===== config.mk =====
export PLATFORM = sky130hd
export DESIGN_NAME = inst_mem_uart_reader_flat
export DESIGN_NICKNAME = d
export VERILOG_FILES = /design/src/rtl/inst_mem_uart_reader_pkg.sv /design/src/rtl/inst_mem_uart_reader_if.sv /design/src/rtl/inst_mem_uart_reader_word_serializer.sv /design/src/rtl/inst_mem_uart_reader.sv /design/src/flat_wrapper.sv
export SDC_FILE = /design/constraint.sdc
export NUM_CORES = 1
export LEC_CHECK = 0
export ABC_CLOCK_PERIOD_IN_PS = 2300
export BUFFER_PORTS_ARGS = -buffer_cell sky130_fd_sc_hd__buf_2
export CELL_PAD_IN_SITES_DETAIL_PLACEMENT = 2
export CELL_PAD_IN_SITES_GLOBAL_PLACEMENT = 2
export CORE_MARGIN = 1.5
export CORE_UTILIZATION = 36
export DETAILED_ROUTE_END_ITERATION = 6
export PLACE_DENSITY_LB_ADDON = 0.1
export SLEW_MARGIN = 40
export SYNTH_ARGS = -nofsm -noshare
export SYNTH_HDL_FRONTEND = slang
export SYNTH_SLANG_ARGS = --single-unit
export TNS_END_PERCENT = 20

===== constraint.sdc =====
create_clock -name clk -period 2.3 [get_ports clk]
set_clock_uncertainty 0.2 [all_clocks]
set_input_delay 0.345 -clock clk [delete_from_list [all_inputs] [get_ports clk]]
set_output_delay 0.345 -clock clk [all_outputs]
set_load 0.01 [all_outputs]

===== src/rtl/inst_mem_uart_reader_pkg.sv =====
// Shared types and constants for the instruction-memory UART readback engine.
// Holds the FSM encoding, the ACK timeout and the bytes-per-word helper.
package inst_mem_uart_reader_pkg;

    typedef logic [2:0] state_t;

    localparam state_t ST_IDLE    = 3'd0;
    localparam state_t ST_RD      = 3'd1;
    localparam state_t ST_RD_WAIT = 3'd2;
    localparam state_t ST_SEND    = 3'd3;
    localparam state_t ST_ACK     = 3'd4;
    localparam state_t ST_DRAIN   = 3'd5;
    localparam state_t ST_FIN     = 3'd6;

    localparam int ACK_TIMEOUT = 16;
    localparam int TO_W        = $clog2(ACK_TIMEOUT);

    function automatic int bytes_per_word(input int dw);
        return dw / 8;
    endfunction

endpackage


===== src/rtl/inst_mem_uart_reader_if.sv =====
// Bundle of the start/status, memory-read and transmitter signals of the
// readback engine; master is the engine, slave is the surrounding system.
interface inst_mem_uart_reader_if #(
    parameter int ADDR_WIDTH = 8,
    parameter int DATA_WIDTH = 32
);

    logic                  start;
    logic                  busy;
    logic                  done;
    logic                  mem_rd_en;
    logic [ADDR_WIDTH-1:0] mem_addr;
    logic [DATA_WIDTH-1:0] mem_rdata;
    logic [7:0]            tx_data;
    logic                  tx_wr_en;
    logic                  tx_busy;

    modport master (
        input  start,
        input  mem_rdata,
        input  tx_busy,
        output busy,
        output done,
        output mem_rd_en,
        output mem_addr,
        output tx_data,
        output tx_wr_en
    );

    modport slave (
        output start,
        output mem_rdata,
        output tx_busy,
        input  busy,
        input  done,
        input  mem_rd_en,
        input  mem_addr,
        input  tx_data,
        input  tx_wr_en
    );

endinterface


===== src/rtl/inst_mem_uart_reader_word_serializer.sv =====
// Word register plus byte index: load a word, then step through its bytes
// little-endian; last flags the final byte of the word.
module inst_mem_uart_reader_word_serializer
    import inst_mem_uart_reader_pkg::*;
#(
    parameter int DATA_WIDTH = 32
) (
    input  logic                  clk,
    input  logic                  rst,
    input  logic                  load,
    input  logic                  next,
    input  logic [DATA_WIDTH-1:0] word_in,
    output logic [7:0]            byte_out,
    output logic                  last
);

    localparam int BPW = bytes_per_word(DATA_WIDTH);
    localparam int IW  = (BPW > 1) ? $clog2(BPW) : 1;

    logic [DATA_WIDTH-1:0] word_q;
    logic [IW-1:0]         idx_q;

    always_ff @(posedge clk or negedge rst) begin
        if (!rst) begin
            word_q <= '0;
            idx_q  <= '0;
        end else if (load) begin
            word_q <= word_in;
            idx_q  <= '0;
        end else if (next) begin
            idx_q  <= idx_q + 1'b1;
        end
    end

    assign byte_out = word_q[{idx_q, 3'b000} +: 8];
    assign last     = (idx_q == IW'(BPW - 1));

endmodule


===== src/rtl/inst_mem_uart_reader.sv =====
// Readback engine: on start, reads NUM_WORDS words from address 0 and
// streams them byte-by-byte to the UART transmitter.
module inst_mem_uart_reader
    import inst_mem_uart_reader_pkg::*;
#(
    parameter int ADDR_WIDTH = 8,
    parameter int DATA_WIDTH = 32,
    parameter int NUM_WORDS  = 64
) (
    input logic                   clk,
    input logic                   rst,
    inst_mem_uart_reader_if.master bus
);

    localparam int                CW        = ADDR_WIDTH + 1;
    localparam logic [CW-1:0]     LAST_WORD = CW'(NUM_WORDS - 1);
    localparam logic [TO_W-1:0]   TO_LAST   = TO_W'(ACK_TIMEOUT - 1);

    state_t            state_q;
    logic [CW-1:0]     wcnt_q;
    logic [TO_W-1:0]   tcnt_q;
    logic [7:0]        txd_q;

    logic [7:0]        ser_byte;
    logic              ser_last;
    logic              ser_load;
    logic              ser_next;
    logic              tx_fire;
    logic              drained;

    assign tx_fire  = (state_q == ST_SEND) && !bus.tx_busy;
    assign drained  = (state_q == ST_DRAIN) && !bus.tx_busy;
    assign ser_load = (state_q == ST_RD_WAIT);
    assign ser_next = drained && !ser_last;

    inst_mem_uart_reader_word_serializer #(
        .DATA_WIDTH (DATA_WIDTH)
    ) u_ser (
        .clk      (clk),
        .rst      (rst),
        .load     (ser_load),
        .next     (ser_next),
        .word_in  (bus.mem_rdata),
        .byte_out (ser_byte),
        .last     (ser_last)
    );

    // ACK leaves on busy or after ACK_TIMEOUT cycles, in case the
    // transmitter finished before busy could be seen.
    always_ff @(posedge clk or negedge rst) begin
        if (!rst) begin
            state_q <= ST_IDLE;
            wcnt_q  <= '0;
            tcnt_q  <= '0;
            txd_q   <= '0;
        end else begin
            unique case (state_q)
                ST_IDLE: begin
                    if (bus.start) begin
                        state_q <= ST_RD;
                        wcnt_q  <= '0;
                    end
                end
                ST_RD: begin
                    state_q <= ST_RD_WAIT;
                end
                ST_RD_WAIT: begin
                    state_q <= ST_SEND;
                end
                ST_SEND: begin
                    if (tx_fire) begin
                        state_q <= ST_ACK;
                        tcnt_q  <= '0;
                        txd_q   <= ser_byte;
                    end
                end
                ST_ACK: begin
                    if (bus.tx_busy || tcnt_q == TO_LAST) begin
                        state_q <= ST_DRAIN;
                    end else begin
                        tcnt_q  <= tcnt_q + 1'b1;
                    end
                end
                ST_DRAIN: begin
                    if (drained) begin
                        if (!ser_last) begin
                            state_q <= ST_SEND;
                        end else if (wcnt_q != LAST_WORD) begin
                            state_q <= ST_RD;
                            wcnt_q  <= wcnt_q + 1'b1;
                        end else begin
                            state_q <= ST_FIN;
                        end
                    end
                end
                ST_FIN: begin
                    state_q <= ST_IDLE;
                end
                default: begin
                    state_q <= ST_IDLE;
                end
            endcase
        end
    end

    assign bus.mem_rd_en = (state_q == ST_RD);
    assign bus.mem_addr  = wcnt_q[ADDR_WIDTH-1:0];
    assign bus.tx_wr_en  = tx_fire;
    assign bus.tx_data   = tx_fire ? ser_byte : txd_q;
    assign bus.done      = (state_q == ST_FIN);
    assign bus.busy      = (state_q != ST_IDLE) && (state_q != ST_FIN);

endmodule


===== src/flat_wrapper.sv =====
// flat-port wrapper written by rule: the top's interface ports become plain ports
module inst_mem_uart_reader_flat import inst_mem_uart_reader_pkg::*;
#(
    parameter int ADDR_WIDTH = 8,
    parameter int DATA_WIDTH = 32,
    parameter int NUM_WORDS  = 64
)
  (clk, rst, bus_start, bus_mem_rdata, bus_tx_busy, bus_busy, bus_done, bus_mem_rd_en, bus_mem_addr, bus_tx_data, bus_tx_wr_en);
  inst_mem_uart_reader_if #(.ADDR_WIDTH(ADDR_WIDTH), .DATA_WIDTH(DATA_WIDTH)) bus_i ();
  input logic clk;
  input logic rst;
  input wire logic [$bits(bus_i.start)-1:0] bus_start;
  input wire logic [$bits(bus_i.mem_rdata)-1:0] bus_mem_rdata;
  input wire logic [$bits(bus_i.tx_busy)-1:0] bus_tx_busy;
  output wire logic [$bits(bus_i.busy)-1:0] bus_busy;
  output wire logic [$bits(bus_i.done)-1:0] bus_done;
  output wire logic [$bits(bus_i.mem_rd_en)-1:0] bus_mem_rd_en;
  output wire logic [$bits(bus_i.mem_addr)-1:0] bus_mem_addr;
  output wire logic [$bits(bus_i.tx_data)-1:0] bus_tx_data;
  output wire logic [$bits(bus_i.tx_wr_en)-1:0] bus_tx_wr_en;
  assign bus_i.start = bus_start;
  assign bus_i.mem_rdata = bus_mem_rdata;
  assign bus_i.tx_busy = bus_tx_busy;
  assign bus_busy = bus_i.busy;
  assign bus_done = bus_i.done;
  assign bus_mem_rd_en = bus_i.mem_rd_en;
  assign bus_mem_addr = bus_i.mem_addr;
  assign bus_tx_data = bus_i.tx_data;
  assign bus_tx_wr_en = bus_i.tx_wr_en;
  inst_mem_uart_reader #(.ADDR_WIDTH(ADDR_WIDTH), .DATA_WIDTH(DATA_WIDTH), .NUM_WORDS(NUM_WORDS)) u_core (.clk(clk), .rst(rst), .bus(bus_i));
endmodule

==> results of run 1 <==
cell type report:
class	instances	area, um^2	share of cell area (%)
inverter	6	23.8	0.655
sequential	58	1460	40.1
multi-input combinational	166	1380	38.1
clock inverter	2	60.1	1.65
timing repair buffer	67	420	11.6
clock buffer	13	159	4.38
tap	102	128	3.52
layout by cell type (no fill, tap or decap), types with 5 or more instances in the layout:
cell      netlist  final
buf_2           1     55
dfrtp_1        58     55
nand2_1        45     42
mux2_2         32     32
clkbuf_8        0     11
nand2b_1       10      9
mux4_2          8      8
mux2i_1         7      7
buf_4          12      7
nor2_1          6      6
o21ai_0         5      5
nand4_1         5      5
inv_1           5      5
worst max-delay path: stages (launching register included):
cell	delay, ns
dfrtp_2	0.44
buf_8	0.16
mux4_2	0.50
nand2_1	0.11
nand2_1	0.05
buf_2	0.13
layer usage:
layer | vias to the layer above | share of wire (%) | GRT usage (%)
li1 | 1004 | - | -
met1 | 1089 | 47 | 25.7
met2 | 38 | 49 | 31.8
met3 | 7 | 2.9 | 3.01
met4 | 0 | 1.3 | 8.21
met5 | - | 0 | 0
final timing paths:
check,startpoint,endpoint,slack [ns],depth (start not counted)
max reg2reg,u_core.u_ser.idx_q[0]$_DFFE_PN0P_,u_core.wcnt_q[3]$_DFFE_PN0P_,0.08,6
min in group asynchronous,rst,u_core.wcnt_q[4]$_DFFE_PN0P_,0.30,2
min reg2reg,u_core.txd_q[4]$_DFFE_PN0N_,u_core.txd_q[4]$_DFFE_PN0N_,0.29,2
max,u_core.u_ser.idx_q[0]$_DFFE_PN0P_,bus_tx_data[3],0.03,5
max in group asynchronous,rst,u_core.u_ser.idx_q[0]$_DFFE_PN0P_,1.00,3
min,bus_mem_rdata[7],u_core.u_ser.word_q[7]$_DFFE_PN0P_,0.04,2
logic make-up (layout without fill, tap and decap cells):
logic type               after synthesis  count (layout)  synth area share [%]
XOR/XNOR                               2               2                 0.594
AND/OR/NAND/NOR                       88              88                  16.0
AO/OA/AOI/OAI                         26              26                  7.38
adder cells (fa/ha/maj)                3               3                  1.27
buffers and inverters                 24              88                  4.88
multiplexers                          47              47                  20.7
flip-flops                            58              58                  49.2
metrics by stage:
| step | instance area (um^2) | utilization [%] | std cells |
|---|---|---|---|
| final | 3630 | 46.3 | 414 |
| after detailed placement | 3330 | 42.4 | 396 |
| after floorplan | 2950 | - | 248 |
| after global placement | 3330 | 42.4 | 396 |
| after CTS | 3620 | 46.1 | 414 |
| after global routing | 3630 | 46.3 | 414 |
Yosys cell counts, types with 3 or more instances:
master / instances / area share [%]
dfrtp_1: 58 / 49
nand2_1: 45 / 5.7
mux2_2: 32 / 12
buf_4: 12 / 3.1
nand2b_1: 10 / 2.1
mux4_2: 8 / 6.1
mux2i_1: 7 / 2.4
nor2_1: 6 / 0.76
inv_1: 5 / 0.64
nand4_1: 5 / 1.1
o21ai_0: 5 / 0.85
a211oi_1: 3 / 0.76
a21oi_1: 3 / 0.51
ha_1: 3 / 1.3
nand3b_1: 3 / 0.76
flip-flops by register name, indices dropped and copies added, names as in the netlist:
signal,count
u_core.state_q,3
u_core.tcnt_q,4
u_core.txd_q,8
u_core.u_ser.idx_q,2
u_core.u_ser.word_q,32
u_core.wcnt_q,9
timing repair:
item,in CTS,in global routing
setup endpoints to repair,8,13
resized for setup,11,2
buffers inserted,1,0
pin swaps,1,0
gates cloned,1,0
hold buffers,1,0
hold endpoints to repair,17,0
where the power goes:
part | switching [mW] | internal (mW) | leakage, nW | total (mW)
clock network | 0.403 | 0.665 | 0.110 | 1.07
registers | 0.295 | 1.47 | 0.716 | 1.76
logic | 0.900 | 1.05 | 0.880 | 1.95
==> impl_results.md, run 1 <==
- Outcome: finished clean
- DR vias: about 2100
- YS warnings: 0
- Period utilisation layout: a little over nine tenths
- GP Congestion: 0.705
- CTS tree: yes
- GRT Util Overall: 19.5%
- Worst path arrival time: between 1.5 and 2 ns
- H-tree depth: 3
- # nets final: between 300 and 400
- I/O pin total: 56
- Mapped Avg Cell Area: 11.9 um^2
- #FFs+latches synth: just under 60
- Initial antenna violation count: 0
- Fin. Hold Viols: 0
- Setup violators final: 0
- Avg WL per Cell: ~18 um
- Critical Path RT: between 1.5 and 2 ns
- Core Box Area: ~7800 um^2
- Area growth from synthesis to layout: 23.1%
- Pre-CTS setup slack: roughly 0.18 ns
- Clock transition at the registers of the reported paths: around 0.07 ns
- Pwr dens: ~1300 nW/um^2
- Die span in x: slightly above 90 um
- Post-Syn Instances: about 250
- Post-route setup TNS: 0 ns
- Initial Utilization: between 30% and 40%
- Post-Syn Area: approximately 2900 um^2
- Critical path class: reg2out
- Clock root cell: clkbuf_8
- Port-buffer cells: 55
- CP Capture Type: output port
- VDD IR max: between 0.5 and 0.6 mV
- Synth async-reset ratio: 100%
- Die area: 8740 um^2
- CTS sink cnt: 58
- # fillers: approximately 850
- Fin crit period: 2.27 ns
- Worst Path Max Fanout: 5
- Fmax achieved: roughly 0.44 GHz
- Clk_lat worst skew: 0.33 ns
- Worst setup SP type: flop
- WHS: around 0.037 ns
- Final WS setup: 0.0265 ns
- Vias in the first global route: roughly 2400
- Leak: 1.71 nW
- Ys flop type: dfrtp_1
- Total power: around 4.8 mW
- HPWL Detailed: 5220 um
- Distinct cells, synth: between 50 and 60
- Die Span Y: approximately 94 um
- Fraction of layout cells with a size suffix above 1: a little over two fifths
- ANT nets after route: 0
- Detailed Route WL: about 7600 um
- Post-synth EDFFs: 0
- Largest net degree at the start of global routing: 42
- Max-slew headroom: 66.4%
- Worst Tran Pin Value: ~0.5 ns
- Proportion of synthesized chip area in sequential cells: a little under 50%
- N_diodes: 0
- Vias per Instance: 5.16
- Max Slew Vio Count: 0
- GRT overflow: 0
- Syn Nets: approximately 290
- Drc violations: 0
- DRT iter0 DRCs: 63
- First-pass GRT wire length: about 13000 um
- Max-Cap Viols: 0
- Hold WC Path Type: in2reg
- # rows: 32
- CTS Buf Count: 9
- DR pass1 iterations: 4
- RSZ-0062 raised after global routing: true
- CTS Buffer Depth: 2
Power figures use the tool's default switching activity.
==> inputs of run 2 (changes only) <==
BUFFER_PORTS_ARGS = -buffer_cell sky130_fd_sc_hd__clkbuf_2   (was -buffer_cell sky130_fd_sc_hd__buf_2)
CELL_PAD_IN_SITES_DETAIL_PLACEMENT = default   (was 2)
CELL_PAD_IN_SITES_GLOBAL_PLACEMENT = default   (was 2)
CORE_UTILIZATION = 55   (was 36)
GPL_TIMING_DRIVEN = 0   (was default)
PLACE_DENSITY = 0.79   (was default)
PLACE_DENSITY_LB_ADDON = default   (was 0.1)
==> run 2 against run 1 <==
Against the previous run:
- clock-buffer cell count is 1 lower
- setup slack better by 0.018 ns
- maximum frequency is 0.81% higher
- die area is 34% lower
- sequential power is 3% lower
- highest routed layer unchanged
- register-to-register slack better by 0.02 ns
- largest cell class unchanged
- via count is 0.56% lower
- sequential cell count stayed put
- combinational power hardly changed
==> impl_results.md, run 2 (same netlist as run 1, synthesis figures left out) <==
- Vias per Instance: 5.42 (+5.0%)
- Worst Path Max Fanout: 9 (+4)
- ANT nets after route: 0 (unchanged)
- CTS Buf Count: 9 (unchanged)
- Most flop-heavy register: u_core.u_ser.word_q
- Worst Tran Pin Value: 0.550 ns (+0.0488 ns)
- Largest stage delay, worst path: 0.53 ns (+0.03 ns)
- Pwr dens: 1300 nW/um^2 (-1.3%)
- Vias in the first global route: 2162 (-8.8%)
- WHS: 0.0344 ns (-0.00268 ns)
- Avg WL per Cell: 15.3 um (-17%)
- Met2 Use GR: 38.4% (+6.6 points)
- Met3 Usage GRT: 6.23% (+3.2 points)
- Commonest non-fill, non-tap cell in the layout: dfrtp_1
- Critical path, cell by cell: buf_12, mux4_2, nand2_2, nand2_1, clkbuf_2
- Fin. Hold Viols: 0 (unchanged)
- DR vias: 2126 (-0.56%)
- Routing usage on met1: 28.2% (+2.5 points)
- Fin crit period: 2.26 ns (-0.0183 ns)
- Die area: 5810 um^2 (-34%)
- Max Slew Vio Count: 0 (unchanged)
- Outcome: finished clean
- GRT overflow: 0 (unchanged)
- N_diodes: 0 (unchanged)
- CTS sink cnt: 58 (unchanged)
- CTS Buffer Depth: 2 (unchanged)
- Clk_lat worst skew: 0.34 ns (about the same)
- Initial Utilization: 57.4% (+20 points)
- Biggest regs: u_core.u_ser.word_q (32), u_core.wcnt_q (9), u_core.txd_q (8)
- Top Usage Layer GRT: met2
- Fraction of layout cells with a size suffix above 1: 43.8% (+0.20 points)
- Setup violators final: 0 (unchanged)
- RSZ-0062 raised after global routing: true
- Worst path arrival time: 1.71 ns (-0.02 ns)
- Detailed Route WL: 6010 um (-21%)
- GRT Util Overall: 23.1% (+3.6 points)
- First-pass GRT wire length: 10300 um (-19%)
- Drc violations: 0 (unchanged)
- HPWL Detailed: 4120 um (-21%)
- DR pass1 iterations: 4 (unchanged)
- Hold WC Path Type: in2reg
- DRT iter0 DRCs: 112 (+78%)
- Port-buffer cells: 55 (unchanged)
- Critical Path RT: 1.75 ns (about the same)
- Max-slew headroom: 63.2% (-3.2 points)
- Most frequent cells in the layout: dfrtp_1, clkbuf_2, nand2_1
- Max reg flops: 32 (unchanged)
- H-tree depth: 3 (unchanged)
- VDD IR max: 0.771 mV (+44%)
- Initial antenna violation count: 0 (unchanged)
- Largest net degree at the start of global routing: 35 (-17%)
- Slowest CP cell: mux4_2
- Fmax achieved: 0.443 GHz (+0.81%)
- GP Congestion: 0.816 (+16%)
- Clock root cell: clkbuf_8
- I/O pin total: 56 (unchanged)
- Crit path buffers/inverters: 2 (unchanged)
- CTS tree: yes
- Worst setup SP type: flop
- Leak: 1.75 nW (+2.7%)
- Core Box Area: 5140 um^2 (-35%)
- Clock transition at the registers of the reported paths: 0.06 ns (about the same)
- # nets final: 356 (+2.6%)
- Top delay family on crit path: multiplexers
- Die span in x: 76.2 um (-18%)
- Final Util: 70.4% (+24 points)
- Area growth from synthesis to layout: 22.8%
- Max-Cap Viols: 0 (unchanged)
- CP Capture Type: output port
- Critical path class: reg2out
- Period utilisation layout: 98.1% (-0.80 points)
- # rows: 26 (-19%)
- Die Span Y: 76.2 um (-18%)
-- run 2: cell count changes in the layout (fill, tap and decap cells not counted), moves of 3 or more --
| cell | delta |
|---|---|
| clkbuf_2 | +55 |
| buf_2 | -54 |
| buf_4 | +7 |
| dfrtp_1 | +3 |
| dfrtp_2 | -3 |
-- run 2: final timing paths --
| check | depth (start not counted) | slack (ns) | from | end |
|---|---|---|---|---|
| setup / recovery | 5 | 0.04 | u_core.u_ser.idx_q[0]$_DFFE_PN0P_ | bus_tx_data[5] |
| hold / removal | 2 | 0.03 | bus_mem_rdata[27] | u_core.u_ser.word_q[27]$_DFFE_PN0P_ |
| setup reg to reg | 5 | 0.10 | u_core.state_q[0]$_DFFE_PN0P_ | u_core.u_ser.word_q[13]$_DFFE_PN0P_ |
| hold reg to reg | 2 | 0.27 | u_core.txd_q[4]$_DFFE_PN0N_ | u_core.txd_q[4]$_DFFE_PN0N_ |
| max in group asynchronous | 3 | 1.10 | rst | u_core.u_ser.word_q[0]$_DFFE_PN0P_ |
| min in group asynchronous | 2 | 0.30 | rst | u_core.wcnt_q[2]$_DFFE_PN0P_ |
-- run 2: timing repair --
item                                    CTS  global route
gates resized for setup                   7             6
hold buffers                              1             0
hold endpoints to repair                 24             0
endpoints found under the setup margin    9             9
setup buffers                             1             1
-- run 2: power by group --
| part | internal (mW) | total (mW) | switching, mW |
|---|---|---|---|
| combinational | 1.03 | 1.92 | 0.886 |
| sequential | 1.46 | 1.71 | 0.254 |
| clock | 0.669 | 1.08 | 0.407 |
| total | 3.16 | 4.71 | 1.55 |
-- run 2: cell type report --
cell class                 instances  area (um^2)
inverter                           6         23.8
timing repair buffer              59          323
clock inverter                     4         73.8
multi-input combinational        166         1360
sequential                        58         1450
buffer                            17          145
tap                               70         87.6
clock buffer                      12          155
fill                             381         1520
-- run 2: per-stage QoR --
| step | instance area [um^2] | setup WS (ns) | power, mW | instances | setup TNS, ns |
|---|---|---|---|---|---|
| after global placement | 3310 | 0.0516 | 3.47 | 373 | 0 |
| after CTS | 3600 | 0.0136 | 4.70 | 391 | 0 |
| after detailed placement | 3330 | 0.0150 | 3.56 | 374 | 0 |
| after floorplan | 2950 | 0.429 | 3.05 | 248 | 0 |
| after global routing | 3620 | -0.0257 | 5.02 | 392 | -0.0769 |
| final | 3620 | 0.0448 | 4.71 | 392 | 0 |
-- run 2: metal layers --
| layer | wire, um | up-vias |
|---|---|---|
| met2 | 3070 | 45 |
| met4 | 104 | 0 |
| li1 | - | 1023 |
| met3 | 260 | 9 |
| met5 | 0 | - |
| met1 | 2580 | 1049 |
